===== src/rtl/serial_adder_pkg.sv =====
// Shared definitions for the bit-serial adder: default operand width,
// controller state encoding and the bit-counter width helper.
package serial_adder_pkg;

  localparam int SA_DEFAULT_WIDTH = 8;

  typedef enum logic [1:0] {
    IDLE = 2'd0,
    RUN  = 2'd1,
    DONE = 2'd2
  } state_e;

  // The bit counter must be able to hold WIDTH itself, not just WIDTH-1.
  function automatic int cnt_width(input int width);
    return $clog2(width + 1);
  endfunction

endpackage


===== src/rtl/serial_fa_cell.sv =====
// 1-bit full adder built from two cascaded half-adder stages.
module serial_fa_cell (
  input  logic a,
  input  logic b,
  input  logic c,
  output logic sum,
  output logic carry
);

  logic ha0_sum;
  logic ha0_carry;
  logic ha1_carry;

  // First half adder combines the operand bits.
  assign ha0_sum   = a ^ b;
  assign ha0_carry = a & b;

  // Second half adder folds in the incoming carry.
  assign sum       = ha0_sum ^ c;
  assign ha1_carry = ha0_sum & c;

  assign carry     = ha0_carry | ha1_carry;

endmodule


===== src/rtl/serial_adder_ctrl.sv =====
// Bit-serial adder controller: one full-adder cell is time-shared over
// WIDTH cycles, LSB first. Define SERIAL_ADD_SUB_EN to add a 'sub' port
// that turns the operation into a + ~b + 1 (cout=1 means no borrow).
module serial_adder_ctrl
  import serial_adder_pkg::*;
#(
  parameter int WIDTH = SA_DEFAULT_WIDTH
) (
  input  logic             clk,
  input  logic             rst,
  input  logic             start,
  input  logic [WIDTH-1:0] a,
  input  logic [WIDTH-1:0] b,
  input  logic             cin,
`ifdef SERIAL_ADD_SUB_EN
  input  logic             sub,
`endif
  output logic             busy,
  output logic             done,
  output logic [WIDTH-1:0] sum,
  output logic             cout
);

  localparam int CNT_W = cnt_width(WIDTH);

  state_e           state_q, state_d;
  logic [CNT_W-1:0] cnt_q, cnt_d;
  logic [WIDTH-1:0] a_q, a_d;
  logic [WIDTH-1:0] b_q, b_d;
  logic [WIDTH-1:0] sum_q, sum_d;
  logic             carry_q, carry_d;
  logic             cout_q, cout_d;

  logic [WIDTH-1:0] b_load;
  logic             c_load;
  logic             fa_sum;
  logic             fa_carry;
  logic             last_bit;

  // Operand conditioning at acceptance: subtraction inverts b and forces
  // the initial carry to 1, discarding cin.
`ifdef SERIAL_ADD_SUB_EN
  assign b_load = sub ? ~b : b;
  assign c_load = sub ? 1'b1 : cin;
`else
  assign b_load = b;
  assign c_load = cin;
`endif

  assign last_bit = (cnt_q == CNT_W'(WIDTH - 1));

  serial_fa_cell u_fa (
    .a     (a_q[0]),
    .b     (b_q[0]),
    .c     (carry_q),
    .sum   (fa_sum),
    .carry (fa_carry)
  );

  // Next-state and datapath update for the IDLE/RUN/DONE controller.
  always_comb begin
    // NOTE: every target gets a hold default first, so no path leaves a
    // variable unassigned and no latch is inferred.
    state_d = state_q;
    cnt_d   = cnt_q;
    a_d     = a_q;
    b_d     = b_q;
    sum_d   = sum_q;
    carry_d = carry_q;
    cout_d  = cout_q;

    case (state_q)
      RUN: begin
        // start is deliberately ignored here so the in-flight result survives.
        a_d     = a_q >> 1;
        b_d     = b_q >> 1;
        sum_d   = {fa_sum, sum_q[WIDTH-1:1]};
        carry_d = fa_carry;
        cnt_d   = cnt_q + CNT_W'(1);
        if (last_bit) begin
          state_d = DONE;
          cout_d  = fa_carry;
        end
      end
      default: begin
        // IDLE and DONE both accept a new operation; DONE lasts one cycle.
        if (start) begin
          state_d = RUN;
          a_d     = a;
          b_d     = b_load;
          carry_d = c_load;
          cnt_d   = '0;
          sum_d   = '0;
          cout_d  = 1'b0;
        end else begin
          state_d = IDLE;
        end
      end
    endcase
  end

  // State registers with asynchronous clear of all control and datapath state.
  always_ff @(posedge clk or posedge rst) begin
    // NOTE: sequential state uses non-blocking assignments so every register
    // samples pre-edge values regardless of statement order.
    if (rst) begin
      state_q <= IDLE;
      cnt_q   <= '0;
      a_q     <= '0;
      b_q     <= '0;
      sum_q   <= '0;
      carry_q <= 1'b0;
      cout_q  <= 1'b0;
    end else begin
      state_q <= state_d;
      cnt_q   <= cnt_d;
      a_q     <= a_d;
      b_q     <= b_d;
      sum_q   <= sum_d;
      carry_q <= carry_d;
      cout_q  <= cout_d;
    end
  end

  assign busy = (state_q == RUN);
  assign done = (state_q == DONE);
  assign sum  = sum_q;
  assign cout = cout_q;

endmodule


===== config.mk =====
export PLATFORM = sky130hd
export DESIGN_NAME = serial_adder_ctrl
export DESIGN_NICKNAME = d
export VERILOG_FILES = /design/src/rtl/serial_adder_pkg.sv /design/src/rtl/serial_fa_cell.sv /design/src/rtl/serial_adder_ctrl.sv
export SDC_FILE = /design/constraint.sdc
export NUM_CORES = 1
export LEC_CHECK = 0
export CORE_ASPECT_RATIO = 1.25
export CORE_UTILIZATION = 35
export CTS_CLUSTER_SIZE = 12
export DETAILED_ROUTE_END_ITERATION = 6
export GPL_TIMING_DRIVEN = 1
export PLACE_DENSITY = 0.59
export SETUP_SLACK_MARGIN = 0.15
export SLEW_MARGIN = 20
export SYNTH_ARGS = -nofsm -noshare
export SYNTH_HDL_FRONTEND = slang
export SYNTH_SLANG_ARGS = --single-unit

===== constraint.sdc =====
create_clock -name clk -period 2.5 [get_ports clk]
set_input_delay 0.25 -clock clk [delete_from_list [all_inputs] [get_ports clk]]
set_output_delay 0.25 -clock clk [all_outputs]
set_load 0.01 [all_outputs]

# ---- After elaboration in Yosys (flattened, before gate mapping)
# Index checks and enable logic that the tools add are counted.
dict set report totals {
  word_cells 35
  out_inout_bits 11
  in_bits 20
  regBits 32
}
dict set report op_classes {
  mux 16
  n_eq_ne 4
  bitwise 5
  addsub 1
  reduce_logical 2
}
# cell n
set op_table {}
lappend op_table {{$mux W8} 6}
lappend op_table {{$mux W4} 2}
lappend op_table {{$mux W1} 6}
lappend op_table {{$add A4 B1 Y4 const B} 1}
lappend op_table {{$eq A4 B3 Y1 const B} 1}
lappend op_table {{$mux W2} 2}
lappend op_table {{$and A1 B1 Y1} 2}
lappend op_table {{$eq A2 B1 Y1 const B} 1}
lappend op_table {{$eq A2 B2 Y1 const B} 1}
lappend op_table {{$ne A2 B1 Y1 const B} 1}
lappend op_table {{$reduce_and A2 Y1} 1}
lappend op_table {{$reduce_bool A2 Y1} 1}
lappend op_table {{$xor A1 B1 Y1} 2}
lappend op_table {{$or A1 B1 Y1} 1}

# ---- Depth between registers and ports, before layout
dict set report logic_depth {
  ltp_word 5
  ltp_mapped 6
  depth_no_buf 4
}

# ---- Hierarchy
# Synthesis repeated with hierarchy kept, for this count alone.
dict set report hier_totals {
  hier_cells 135
  hier_area_um2 1436.4
}
# mod n_inst seq_area_each_um2 cells_each area_each_um2
set by_module_without_submodules {}
lappend by_module_without_submodules {serial_adder_ctrl 1 800.8 134 1416.4}
lappend by_module_without_submodules {serial_fa_cell 1 0.0 1 20.0}

# ---- Worst setup path after synthesis
# OpenSTA, ideal clock, no wires.
dict set report synth_timing {
  kind {register -> register}
  startpoint {reg state_q[1]}
  endpoint {reg cout_q (netlist: cout)}
  stages_incl_launch_ff 5
  setup_slack_ps 1270
  synth_period_minus_slack_ps 1230
  setup_time_ps 128
  path_buffers 1
  required_time_ps 2372
  arrival_time_ps 1103
  path_cell_list {dfrtp_1 nand2b_4 buf_6 nor3_4 mux2_1}
}
dict set report synth_between {
  elab_chain_len 3
  elab_cells_between_ends 5
  classes_between {eq/ne (2); mux (1); reduce/logical (2)}
}
# item line_no
set synth_rtl {}
lappend synth_rtl {{start, declared} serial_adder_ctrl.sv:26} ;# state_e state_q, state_d;
lappend synth_rtl {{start signal, assigned} serial_adder_ctrl.sv:115} ;# state_q <= state_d;
lappend synth_rtl {{$eq A2 B1 Y1 (*)} serial_adder_ctrl.sv:72} ;# case (state_q)
lappend synth_rtl {{$ne A2 B1 Y1 (no line) / $reduce_bool A2 Y1 (equally long branches)} --}
lappend synth_rtl {{$reduce_and A2 Y1 (no line)} --}
lappend synth_rtl {{end signal, assigned} serial_adder_ctrl.sv:121} ;# cout_q <= cout_d;
lappend synth_rtl {{end, declared} serial_adder_ctrl.sv:32} ;# logic cout_q, cout_d;
# Mark *: on every way between the ends. The rest lies on a longest branch, timed or not.
# A chain may end at the register's enable or synchronous reset.

# ---- Worst setup path in the final report
dict set report layout_timing {
  startpoint {reg state_q[1]}
  endpoint {out busy}
}
dict set report layout_between {
  elab_chain_len 1
}
# item line_no
set layout_rtl {}
lappend layout_rtl {{$eq A2 B1 Y1} serial_adder_ctrl.sv:125} ;# assign busy = (state_q == RUN);
lappend layout_rtl {{end, declared} serial_adder_ctrl.sv:18} ;# output logic busy,
# Every way passes these cells.

==> results.json <==
{
  "final_critical_path_setup_slack_ps": 748,
  "io-pin-count": 31,
  "numPlacedInstances": 219,
  "final_hold_viol_count": 0,
  "layout-area-overhead-vs-synth_pct": 28.1,
  "grt_pass1_wl_mm": 4.58,
  "tightestPinTransition_ps": 392,
  "vdd_drop_max_uv": 434,
  "cts-buffers-inserted": 5,
  "final.setup.tns_ps": 0,
  "clock_latency_ps": 280,
  "hp-class": "in -> async",
  "seq_area_frac_synth_pct": 54.0,
  "antenna_found_initial": 0,
  "vias_in_the_first_global_route": 1017,
  "finalCritPeriodShare_pct": 70.1,
  "final_antenna_net_count": 0,
  "antenna_cells_inserted": 0,
  "drive_above_1_share_pct": 8.24,
  "rows": 26,
  "max_cap_violations": 0,
  "synth_top_family_by_area": "simple AND/OR/NAND/NOR gates",
  "cp-start-kind": "flip-flop",
  "clock_tree.htree_level_count": 2,
  "worstSetupPathType": "reg -> out",
  "drt-pass1-iter-count": 3,
  "grt_setup_unrepaired": "false",
  "die_height_um": 74.8,
  "yosysUniqueCellTypes": 26,
  "p_per_area_nw_per_um2": 1040,
  "multiInputGateArea_sq_um": 609,
  "r2r.worst_path.cells": 5,
  "period_needed_ps": 1750,
  "tritoncts_clock_tree": "done",
  "pre_cts_slack_ps": 717,
  "layout.core_utilization_pct": 46.7,
  "globalplace.congestion": 0.752,
  "clk_transition_reported_paths_ps": 70,
  "synth_async_sr_flop_share_pct": 100,
  "stdcell_count": 226,
  "synth_adder_area_share_pct": 2.19,
  "worst_ep_required_time_ps": 2250,
  "starting_utilization_of_the_core_area_pct": 36.5,
  "syn_area_per_cell_sq_um": 10.7,
  "drc": 0,
  "setup_violations": 0,
  "floorplan.die.width_um": 60.2,
  "fmax_mhz": 571,
  "viasPerCell": 4.64,
  "synth.cells.most_frequent": "sky130_fd_sc_hd__dfrtp_1, sky130_fd_sc_hd__nand2_1, sky130_fd_sc_hd__mux2i_1",
  "synthesis.yosys.warnings": 0,
  "top_cell_type_by_total_area_after_synthesis": "sky130_fd_sc_hd__dfrtp_1",
  "synth_simple_gate_area_share_pct": 17.6,
  "netlist_instances": 139,
  "post_synth_instance_area_sq_um": 1480,
  "synth-main-ff-cell": "sky130_fd_sc_hd__dfrtp_1",
  "detailroute.via_count": 1049,
  "core_area_sq_um": 4070,
  "finalNetCount": 192,
  "compound_cell_area_share_of_the_yosys_netlist_pct": 6.67,
  "yosys.area.top_type_share_pct": 54.0,
  "layout.area.seq_sq_um": 801,
  "port_buffers": 30,
  "yosys.area_share.xor_xnor_pct": 0,
  "detailedRoute.firstIterationViolations": 33,
  "route.detailed.wl_per_inst_um": 11.6,
  "cts_buffer_depth": 2,
  "status": "finished clean",
  "synth-seq-cells": 32,
  "maximum_fanout_along_the_worst_path": 16,
  "post_cts_resized": 0,
  "clock-root-buffer": "sky130_fd_sc_hd__clkbuf_8",
  "die-area_sq_um": 4500,
  "final_slew_viol_count": 0,
  "cts_hold_buf": 0,
  "final.hold.worst_slack_ps": 357,
  "number_of_enable_type_register_cells_in_the_synthesized_netlist": 0,
  "cp_data_arrival_time_ps": 1500,
  "timing.max_slew.rel_slack_pct": 73.8,
  "cellLeakagePower_nw": 0.892,
  "pin_count_of_the_biggest_net_entering_global_routing": 44,
  "grt_usage_pct": 14.0,
  "fin_skew_ps": 5.95,
  "dp.final_hpwl_mm": 1.83,
  "final_layout_fill_cell_count": 406,
  "tritoncts_num_sinks": 32,
  "synth.top_cells.by_area": "sky130_fd_sc_hd__dfrtp_1, sky130_fd_sc_hd__mux2i_1, sky130_fd_sc_hd__nand2_1",
  "grt.overflow.total": 0,
  "mux_share_of_post_synthesis_cell_area_pct": 14.7,
  "postSynthNetCount": 161,
  "critPathCaptureType": "output pin",
  "post_cts_buffers": 0,
  "postRouteWirelength_mm": 2.62
}
final cells by class:
cell class | instances | area share [%]
Sequential cell | 32 | 42.2
Timing Repair Buffer | 33 | 17.0
Tap cell | 56 | 3.69
Clock buffer | 6 | 3.82
Inverter | 5 | 0.988
Clock inverter | 1 | 0.264
Multi-Input combinational cell | 93 | 32.1
cells by family after synthesis:
logic type,Yosys count
mux,21
simple gates,52
fa+ha+maj,2
flops,32
buf+inv,14
compound gates,18
placed cells by master (no fill, tap or decap), types with 3 or more instances in the layout:
| master | instances |
|---|---|
| sky130_fd_sc_hd__buf_4 | 3 |
| sky130_fd_sc_hd__clkbuf_8 | 5 |
| sky130_fd_sc_hd__clkdlybuf4s50_1 | 30 |
| sky130_fd_sc_hd__dfrtp_1 | 32 |
| sky130_fd_sc_hd__inv_1 | 4 |
| sky130_fd_sc_hd__mux2i_1 | 18 |
| sky130_fd_sc_hd__nand2_1 | 32 |
| sky130_fd_sc_hd__nand3b_1 | 9 |
| sky130_fd_sc_hd__nor2_1 | 5 |
| sky130_fd_sc_hd__o21ai_0 | 15 |
per-layer routing:
metal	wire, um	part of all wire [%]	GRT usage, %
met2	1210	46	22.2
met1	1200	46	16.8
met4	49	1.9	6.20
met5	0	0	0
met3	162	6.2	5.33
metrics by stage:
step | total power, W | cell area (sq um)
final | 0.00198 | 1900
after global routing | 0.00215 | 1900
after CTS | 0.00202 | 1900
after detailed placement | 0.00164 | 1820
after global placement | 0.00161 | 1820
after floorplan | 0.00139 | 1480
path summary, 6_finish.rpt:
kind                                         to                    from  slack (ps)
setup / recovery                           busy  state_q[1]$_DFFE_PP0P_         750
hold / removal             cnt_q[1]$_DFFE_PP0P_                     rst         360
setup reg to reg           cnt_q[3]$_DFFE_PP0P_  state_q[1]$_DFFE_PP0P_         910
hold reg to reg              a_q[0]$_DFFE_PP0P_      a_q[1]$_DFFE_PP0P_         480
min in group clk             a_q[0]$_DFFE_PP0P_      a_q[1]$_DFFE_PP0P_         480
max in group asynchronous      cout$_DFFE_PP0P_                     rst        1860
power breakdown:
part           switching (W)  leakage (nW)  internal (W)  total (W)
combinational       0.000413         0.435      0.000362   0.000775
sequential          0.000125         0.416      0.000712   0.000838
clock               0.000178        0.0410      0.000189   0.000366
state kept, by name, summed over array words and instances, names as in the netlist:
signal and count:
cout 1, b_q 8, a_q 8, sum 8, state_q 2, cnt_q 4, carry_q 1
worst max-delay path, stage by stage, from the launching register on:
cell                              delay [ps]
sky130_fd_sc_hd__dfrtp_1                 380
sky130_fd_sc_hd__nand2b_4                230
sky130_fd_sc_hd__inv_2                    90
sky130_fd_sc_hd__clkdlybuf4s50_1         520
(Power assumes the default switching activity.)
